==> src/rtl/or_tester_pkg.sv <==
// Shared types and helpers for the quad OR gate self-test sequencer.
package or_tester_pkg;

    typedef enum logic [2:0] {IDLE, DRIVE, SETTLE, CHECK, FIN} state_t;

    localparam int NUM_GATES   = 4;
    localparam int NUM_VECTORS = 16;
    localparam logic [3:0] LAST_VEC = 4'(NUM_VECTORS - 1);

    // B is A rotated left by one so every gate sees all four (A,B) pairs over 16 vectors.
    function automatic logic [NUM_GATES-1:0] vec_b(input logic [NUM_GATES-1:0] k);
        return {k[NUM_GATES-2:0], k[NUM_GATES-1]};
    endfunction

endpackage

==> src/rtl/or_tester_vecgen.sv <==
// Maps the vector index to the A/B stimulus and the expected OR result.
module or_tester_vecgen
    import or_tester_pkg::*;
(
    input  logic [NUM_GATES-1:0] k,
    output logic [NUM_GATES-1:0] a,
    output logic [NUM_GATES-1:0] b,
    output logic [NUM_GATES-1:0] e
);

    assign a = k;
    assign b = vec_b(k);
    assign e = a | b;

endmodule

==> src/rtl/or_gate_tester.sv <==
// Self-test sequencer for a quad 2-input OR gate block: walks 16 vectors,
// waits a settle window per vector and records per-gate verdicts.
//
// state  | meaning
// IDLE   | gate inputs at 0, waiting for START
// DRIVE  | register the current vector onto A_OUT/B_OUT, load settle counter
// SETTLE | count down the settle window
// CHECK  | compare Y_IN against expected, advance or finish
// FIN    | one-cycle DONE pulse, results valid
module or_gate_tester
    import or_tester_pkg::*;
#(
    parameter int unsigned SETTLE_CYCLES = 2
) (
    input  logic       CLK,
    input  logic       RST,
    input  logic       START,
    output logic [3:0] A_OUT,
    output logic [3:0] B_OUT,
    input  logic [3:0] Y_IN,
    output logic       BUSY,
    output logic       DONE,
    output logic [3:0] PASS,
    output logic       RESULT_VALID,
    output logic       FAIL_VALID,
    output logic [3:0] FAIL_VEC
);

    localparam logic [7:0] SETTLE_LOAD = 8'(SETTLE_CYCLES - 1);

    state_t     state;
    logic [3:0] vec_k;
    logic [7:0] settle_cnt;
    logic [3:0] vec_a;
    logic [3:0] vec_bp;
    logic [3:0] vec_e;
    logic [3:0] mismatch;

    or_tester_vecgen u_vecgen (
        .k (vec_k),
        .a (vec_a),
        .b (vec_bp),
        .e (vec_e)
    );

    assign mismatch = Y_IN ^ vec_e;

    always_ff @(posedge CLK) begin
        if (RST) begin
            state        <= IDLE;
            vec_k        <= '0;
            settle_cnt   <= '0;
            A_OUT        <= '0;
            B_OUT        <= '0;
            BUSY         <= 1'b0;
            DONE         <= 1'b0;
            PASS         <= '0;
            RESULT_VALID <= 1'b0;
            FAIL_VALID   <= 1'b0;
            FAIL_VEC     <= '0;
        end else begin
            case (state)
                IDLE: begin
                    A_OUT <= '0;
                    B_OUT <= '0;
                    if (START) begin
                        PASS         <= 4'hF;
                        FAIL_VALID   <= 1'b0;
                        FAIL_VEC     <= '0;
                        RESULT_VALID <= 1'b0;
                        vec_k        <= '0;
                        BUSY         <= 1'b1;
                        state        <= DRIVE;
                    end
                end
                DRIVE: begin
                    A_OUT      <= vec_a;
                    B_OUT      <= vec_bp;
                    settle_cnt <= SETTLE_LOAD;
                    state      <= SETTLE;
                end
                SETTLE: begin
                    if (settle_cnt == 8'd0) begin
                        state <= CHECK;
                    end else begin
                        settle_cnt <= settle_cnt - 8'd1;
                    end
                end
                CHECK: begin
                    PASS <= PASS & ~mismatch;
                    // Only the first failing vector of a run is latched.
                    if ((|mismatch) && !FAIL_VALID) begin
                        FAIL_VALID <= 1'b1;
                        FAIL_VEC   <= vec_k;
                    end
                    if (vec_k == LAST_VEC) begin
                        BUSY         <= 1'b0;
                        DONE         <= 1'b1;
                        RESULT_VALID <= 1'b1;
                        A_OUT        <= '0;
                        B_OUT        <= '0;
                        state        <= FIN;
                    end else begin
                        vec_k <= vec_k + 4'd1;
                        state <= DRIVE;
                    end
                end
                FIN: begin
                    DONE  <= 1'b0;
                    vec_k <= '0;
                    state <= IDLE;
                end
                default: state <= IDLE;
            endcase
        end
    end

endmodule

==> config.mk <==
export PLATFORM = sky130hd
export DESIGN_NAME = or_gate_tester
export DESIGN_NICKNAME = d
export VERILOG_FILES = /design/src/rtl/or_tester_pkg.sv /design/src/rtl/or_tester_vecgen.sv /design/src/rtl/or_gate_tester.sv
export SDC_FILE = /design/constraint.sdc
export NUM_CORES = 1
export LEC_CHECK = 0
export CORE_ASPECT_RATIO = 0.8
export CORE_MARGIN = 3
export CORE_UTILIZATION = 52
export CTS_CLUSTER_DIAMETER = 80
export DETAILED_ROUTE_END_ITERATION = 8
export PLACE_DENSITY = 0.78
export SLEW_MARGIN = 20
export SYNTH_ARGS = -nofsm -noshare
export SYNTH_HDL_FRONTEND = slang
export SYNTH_SLANG_ARGS = --single-unit
==> constraint.sdc <==
create_clock -name CLK -period 1.94 [get_ports CLK]
set_input_delay 0.194 -clock CLK [delete_from_list [all_inputs] [get_ports CLK]]
set_output_delay 0.194 -clock CLK [all_outputs]
set_load 0.05 [all_outputs]
==> results of run 1 <==
## Yosys cell counts (all sizes together) (2+ instances only)
cell type,instances
and3,2
dfxtp,31
a21oi,16
nand2,6
clkbuf,3
xor2,3
o21ai,12
buf,13
or4,2
ha,3
inv,7
or2,2
a211oi,3
nand2b,4
nand3,2
o31ai,2
o21a,2
nor2b,2
mux2i,5
or3b,3
a22oi,4
xnor2,2
nor2,21
nand3b,5
or2b,2
or3,6
nor3b,2
o22ai,2
o211ai,2
nor3,3
## cell families (layout without fill, tap and decap cells)
kind of cell,count (synthesis),after routing,share of synthesized area
DFF,31,31,0.386
and+or+nand+nor,64,64,0.239
xor gates and xnor gates,5,5,0.0272
buffers and inverters,23,46,0.0809
muxes,5,5,0.0311
adders and majority gates,3,3,0.0233
AOI/OAI and AO/OA,50,50,0.212
## power by group through the flow
stage	combinational [uW]	clock (uW)	sequential [uW]
global placement	581	0	778
detailed placement	598	0	785
CTS	603	472	772
finish	601	457	774
global route	658	493	782
floorplan	379	0	847
## worst min path at each step
stage | start | end | slack, ns
2_1_floorplan | START | FAIL_VALID | 0.42
3_3_place_gp | PASS[1] | PASS[1] | 0.45
3_5_place_dp | PASS[1] | PASS[1] | 0.45
4_1_cts | PASS[1] | PASS[1] | 0.46
5_1_grt | PASS[1] | PASS[1] | 0.47
6_report | PASS[1] | PASS[1] | 0.46
## cell usage in the layout (no fill, tap or decap), types with 3 or more instances in the layout
cell,instances
a21oi_1,16
a22oi_1,4
buf_4,7
clkbuf_8,5
clkdlybuf4s50_1,26
dfxtp_1,31
ha_1,3
inv_1,7
mux2i_1,5
nand2_1,6
nand2b_1,4
nand3b_1,4
nor2_1,21
nor3_1,3
o21ai_0,11
or3_1,6
xor2_1,3
## routing by layer
metal | vias up | global-route usage | routed length [um]
li1 | 682 | - | -
met1 | 640 | 0.266 | 1630
met2 | 46 | 0.309 | 1600
met3 | 12 | 0.0545 | 183
met4 | 0 | 0.139 | 99
met5 | - | 0 | 0
## through the flow
step / worst slack [ns] / util / instance area (sq um) / power, uW
after global placement: 0.227 / 0.654 / 1860 / 1360
final: 0.163 / 0.680 / 1940 / 1830
after floorplan: 0.329 / - / 1610 / 1230
after detailed placement: 0.185 / 0.654 / 1860 / 1380
after global routing: 0.0517 / 0.680 / 1940 / 1930
after CTS: 0.196 / 0.680 / 1940 / 1850
## flip-flops by register name (all words and copies together) (netlist names)
name	cells
settle_cnt	8
vec_k	4
RESULT_VALID	1
B_OUT	1
A_OUT	3
PASS	4
DONE	1
state	3
FAIL_VEC	4
FAIL_VALID	1
BUSY	1
## area by class of cell
type | instances | area [sq um] | area share
multi-input combinational | 127 | 857 | 0.443
sequential | 31 | 621 | 0.320
timing repair buffer | 33 | 313 | 0.161
clock buffer | 6 | 72.6 | 0.0375
tap | 38 | 47.5 | 0.0245
inverter | 7 | 26.3 | 0.0136
## worst reg2reg max path, stage by stage, from the launching register on
cell and delay [ns]:
dfxtp_1 0.34, inv_1 0.09, ha_1 0.18, or3b_2 0.50, o21ai_2 0.26, nor2_1 0.07, a211oi_1 0.23
==> results.ini, run 1 <==
[floorplan]
die-area_sq_mm=0.00380
io_pins=27
die_h_um=55.7
rows=17
die_w_um=68.2
coreArea_sq_mm=0.00285
start_util=0.564

[timing]
setup_viol=0
whs_ns=0.462
worst_slew_pin_slew_ns=0.513
finalHoldViolCount=0
period_share=0.916
drv_slew=0
fin_worst_skew_ns=0.00161
rsz0062_at_grt=no
fin_tns_setup_ns=0
slew_headroom=0.657
period_minus_slack_ns=1.78
fmaxAchievable_mhz=563

[layout]
final_cells=242
nFillCells=249
diodes=0
area_delta_synth_final_pct=20.5
drive_gt1_frac=0.123
layout.nets=215

[power_and_ir_drop]
cellLeakagePower_uw=0.000724
power.switching_uw=638
pwr-share-clk=0.249
seqPwrFrac=0.423
power_density_mw_per_mm2=946
pwr-share-comb=0.328
switching_share=0.348
ir_drop_mv=0.533
internal-power_uw=1190

[logic_synthesis]
synth_top_area_share=0.386
yosys_warnings=0
postSynthAreaPerCell_sq_um=8.88
yosysTopAreaCell=dfxtp_1
synth-edff-count=0
synth_cells=181
synth_area_sq_mm=0.00161
ys.flop_type=dfxtp_1
yosys-top-cells-area=dfxtp_1 (39%), a21oi_1 (5.0%), nor2_1 (4.9%)
synth_nets=191
ys_ff_latch=31
ys_async_sr_fraction=0
synth_seq_area_share=0.386
yosysUniqueCellTypes=49

[critical_path]
critPathCaptureType=flop
r2r-end=settle_cnt[0]
reg2reg_from=settle_cnt[0]
setup.worst_path.end=settle_cnt[0]
path_cells=inv_1, ha_1, or3b_2, o21ai_2, nor2_1, a211oi_1
worst-path-max-fanout=5
required_ns=2.12
reg2reg_slack_ns=0.16
cp_top_family=simple AND/OR/NAND/NOR gates
crit_buf_inv=1
rr_worst_depth=6
cp.depth=6
cp-startpoint=settle_cnt[0]
cp_slowest_stage_delay_ns=0.50
criticalPathCategory=reg -> reg
crit_path_top_delay_cell=or3b_2
arrival_ns=1.96
start_kind=flop

[route]
dr.pass1.iters=4
drc=0
drt_wl_total_um=3510
vias_per_cell=5.70
dr_total_vias=1380
drtAntennaViolNets=0
wire_per_inst_um=14.5
drtIter0Drc=87

[global_routing]
overflow=0
gr-usage-all-layers=0.211
grt_pass1_vias=1436
grt_max_degree=15
grt_antenna_before_repair=0
grt_pass1_wl_um=6080

[clocking]
cts_buffers=5
h-tree-depth=2
clk_path_buf_depth=2
ctsHoldBuffers=0
clkTransAtPathRegs_ns=0.06
cts_tree=built
cts_root_buffer=clkbuf_8
cts_resized=0
postCtsSetupBuffers=0
insertion_delay_ns=0.28
cts_sinks=31

[place]
dp_hpwl_um=2570
gp_congestion=0.807
io_buffer_count=26
place_inst=236

[hold_path]
hold_depth=2
min_path_type=reg -> reg

[run_status]
status=completed

[run]
maxCapViolCount=0

No activity file was read; power rests on OpenSTA's default activity.
==> run 2, diff against run 1 <==
Settings changed: GPL_ROUTABILITY_DRIVEN set to 1.
==> results of run 2 <==
Final layout, timing and power as in run 1 (identical DEF).
==> run 3, diff against run 2 <==
Settings changed: TNS_END_PERCENT set to 5.
Clock period 1.94 ns to 1.8 ns, I/O delays scaled along.
==> results.ini, run 3 (synthesis gave the netlist of run 1 again) <==
[layout]
largest_reg_flops=8
top_register=settle_cnt
layout.nets=217
area_delta_synth_final_pct=23.2
finish.instance_area_sq_mm=0.00198
diodes=0
nFillCells=231
most-common-layout-cells=dfxtp_1 (30), clkdlybuf4s50_1 (26), nor2_1 (21), a21oi_1 (16), o21ai_0 (11)
fin_util=0.695
drive_gt1_frac=0.144
mostFrequentLayoutCell=dfxtp_1

[timing]
worst_slew_pin_slew_ns=0.509
fin_ws_ns=0.0197
drv_slew=0
rsz0062_at_grt=yes
period_share=0.989
finalHoldViolCount=0
period_minus_slack_ns=1.78
fin_tns_setup_ns=0
fmaxAchievable_mhz=562
fin_worst_skew_ns=0.00404
slew_headroom=0.660
setup_viol=0

[run]
maxCapViolCount=0

[floorplan]
start_util=0.564
rows=17
die-area_sq_mm=0.00380
die_w_um=68.2
io_pins=27
die_h_um=55.7
coreArea_sq_mm=0.00285

[global_routing]
overflow=0
grt_antenna_before_repair=0
grt_max_degree=13
gr-usage-all-layers=0.229
grt_pass1_vias=1445
grt_pass1_wl_um=6440

[power_and_ir_drop]
power_uw=2090
ir_drop_mv=0.496
cellLeakagePower_uw=0.000749
power_density_mw_per_mm2=1060

[route]
wire_per_inst_um=14.8
drt_wl_total_um=3650
dr_total_vias=1406
drtIter0Drc=136
drc=0
drtAntennaViolNets=0
vias_per_cell=5.72
dr.pass1.iters=4

[critical_path]
critPathCaptureType=flop
worst-path-max-fanout=5
start_kind=flop
required_ns=2.00
arrival_ns=1.98
criticalPathCategory=reg -> reg

[clocking]
cts_root_buffer=clkbuf_8
cts_buffers=5
insertion_delay_ns=0.29
h-tree-depth=2
ctsHoldBuffers=0
clk_path_buf_depth=2
cts_sinks=31
cts_tree=built
clkTransAtPathRegs_ns=0.06

[run_status]
status=completed

[place]
io_buffer_count=26
post-place-ws_ns=0.0477
placed_area_sq_mm=0.00188
gp_congestion=0.778
dp_hpwl_um=2620

[hold_path]
min_path_type=reg -> reg

==> run 3: cell count changes in the layout (fill, tap and decap cells not counted), sizes merged <==
cell | before | now
buf | 7 | 9
clkbuf | 6 | 8
==> run 3: worst max-delay path, stage by stage, from the launching register on <==
cell and delay, ns:
dfxtp_1 0.34, inv_1 0.10, ha_1 0.18, or3b_2 0.50, o21ai_2 0.27, nor2_1 0.09, a211oi_1 0.21
==> run 3: layout make-up <==
class                           instances  area (sq um)  share of cell area
Multi-Input combinational cell        127           857               0.433
Sequential cell                        31           622               0.314
Timing Repair Buffer                   35           328               0.166
Clock buffer                            8           100              0.0505
Tap cell                               38          47.5              0.0240
Inverter                                7          26.3              0.0133
==> run 3: report_power, final <==
group | switching, uW | internal (uW) | leakage [uW]
clock network | 258 | 348 | 0.0000515
logic | 371 | 275 | 0.000445
registers | 81.5 | 759 | 0.000252
total | 710 | 1380 | 0.000749
==> run 3: path summary, 6_finish.rpt <==
| path | startpoint | to | slack (ns) | cells after the start |
|---|---|---|---|---|
| min reg2reg | PASS[1] | PASS[1] | 0.46 | 2 |
| max reg2reg | settle_cnt[0] | settle_cnt[0] | 0.02 | 6 |
| min | PASS[1] | PASS[1] | 0.46 | 2 |
| max | settle_cnt[0] | settle_cnt[0] | 0.02 | 6 |
==> run 3: layer usage <==
metal	part of all wire	track usage	wire, um
met5	0	0	0
met4	0.026	0.122	95
met2	0.47	0.360	1700
met3	0.045	0.0747	164
met1	0.46	0.269	1690
==> run 3: metrics by stage <==
stage / hold slack (ns) / std cells
floorplan: 0.410 / 181
finish: 0.465 / 246
CTS: 0.465 / 246
global placement: 0.444 / 238
global route: 0.489 / 246
detailed placement: 0.456 / 238
==> run 3: timing repair <==
item	CTS	global route
gates resized for setup	0	1
setup endpoints to repair	0	4
buffers inserted	0	0
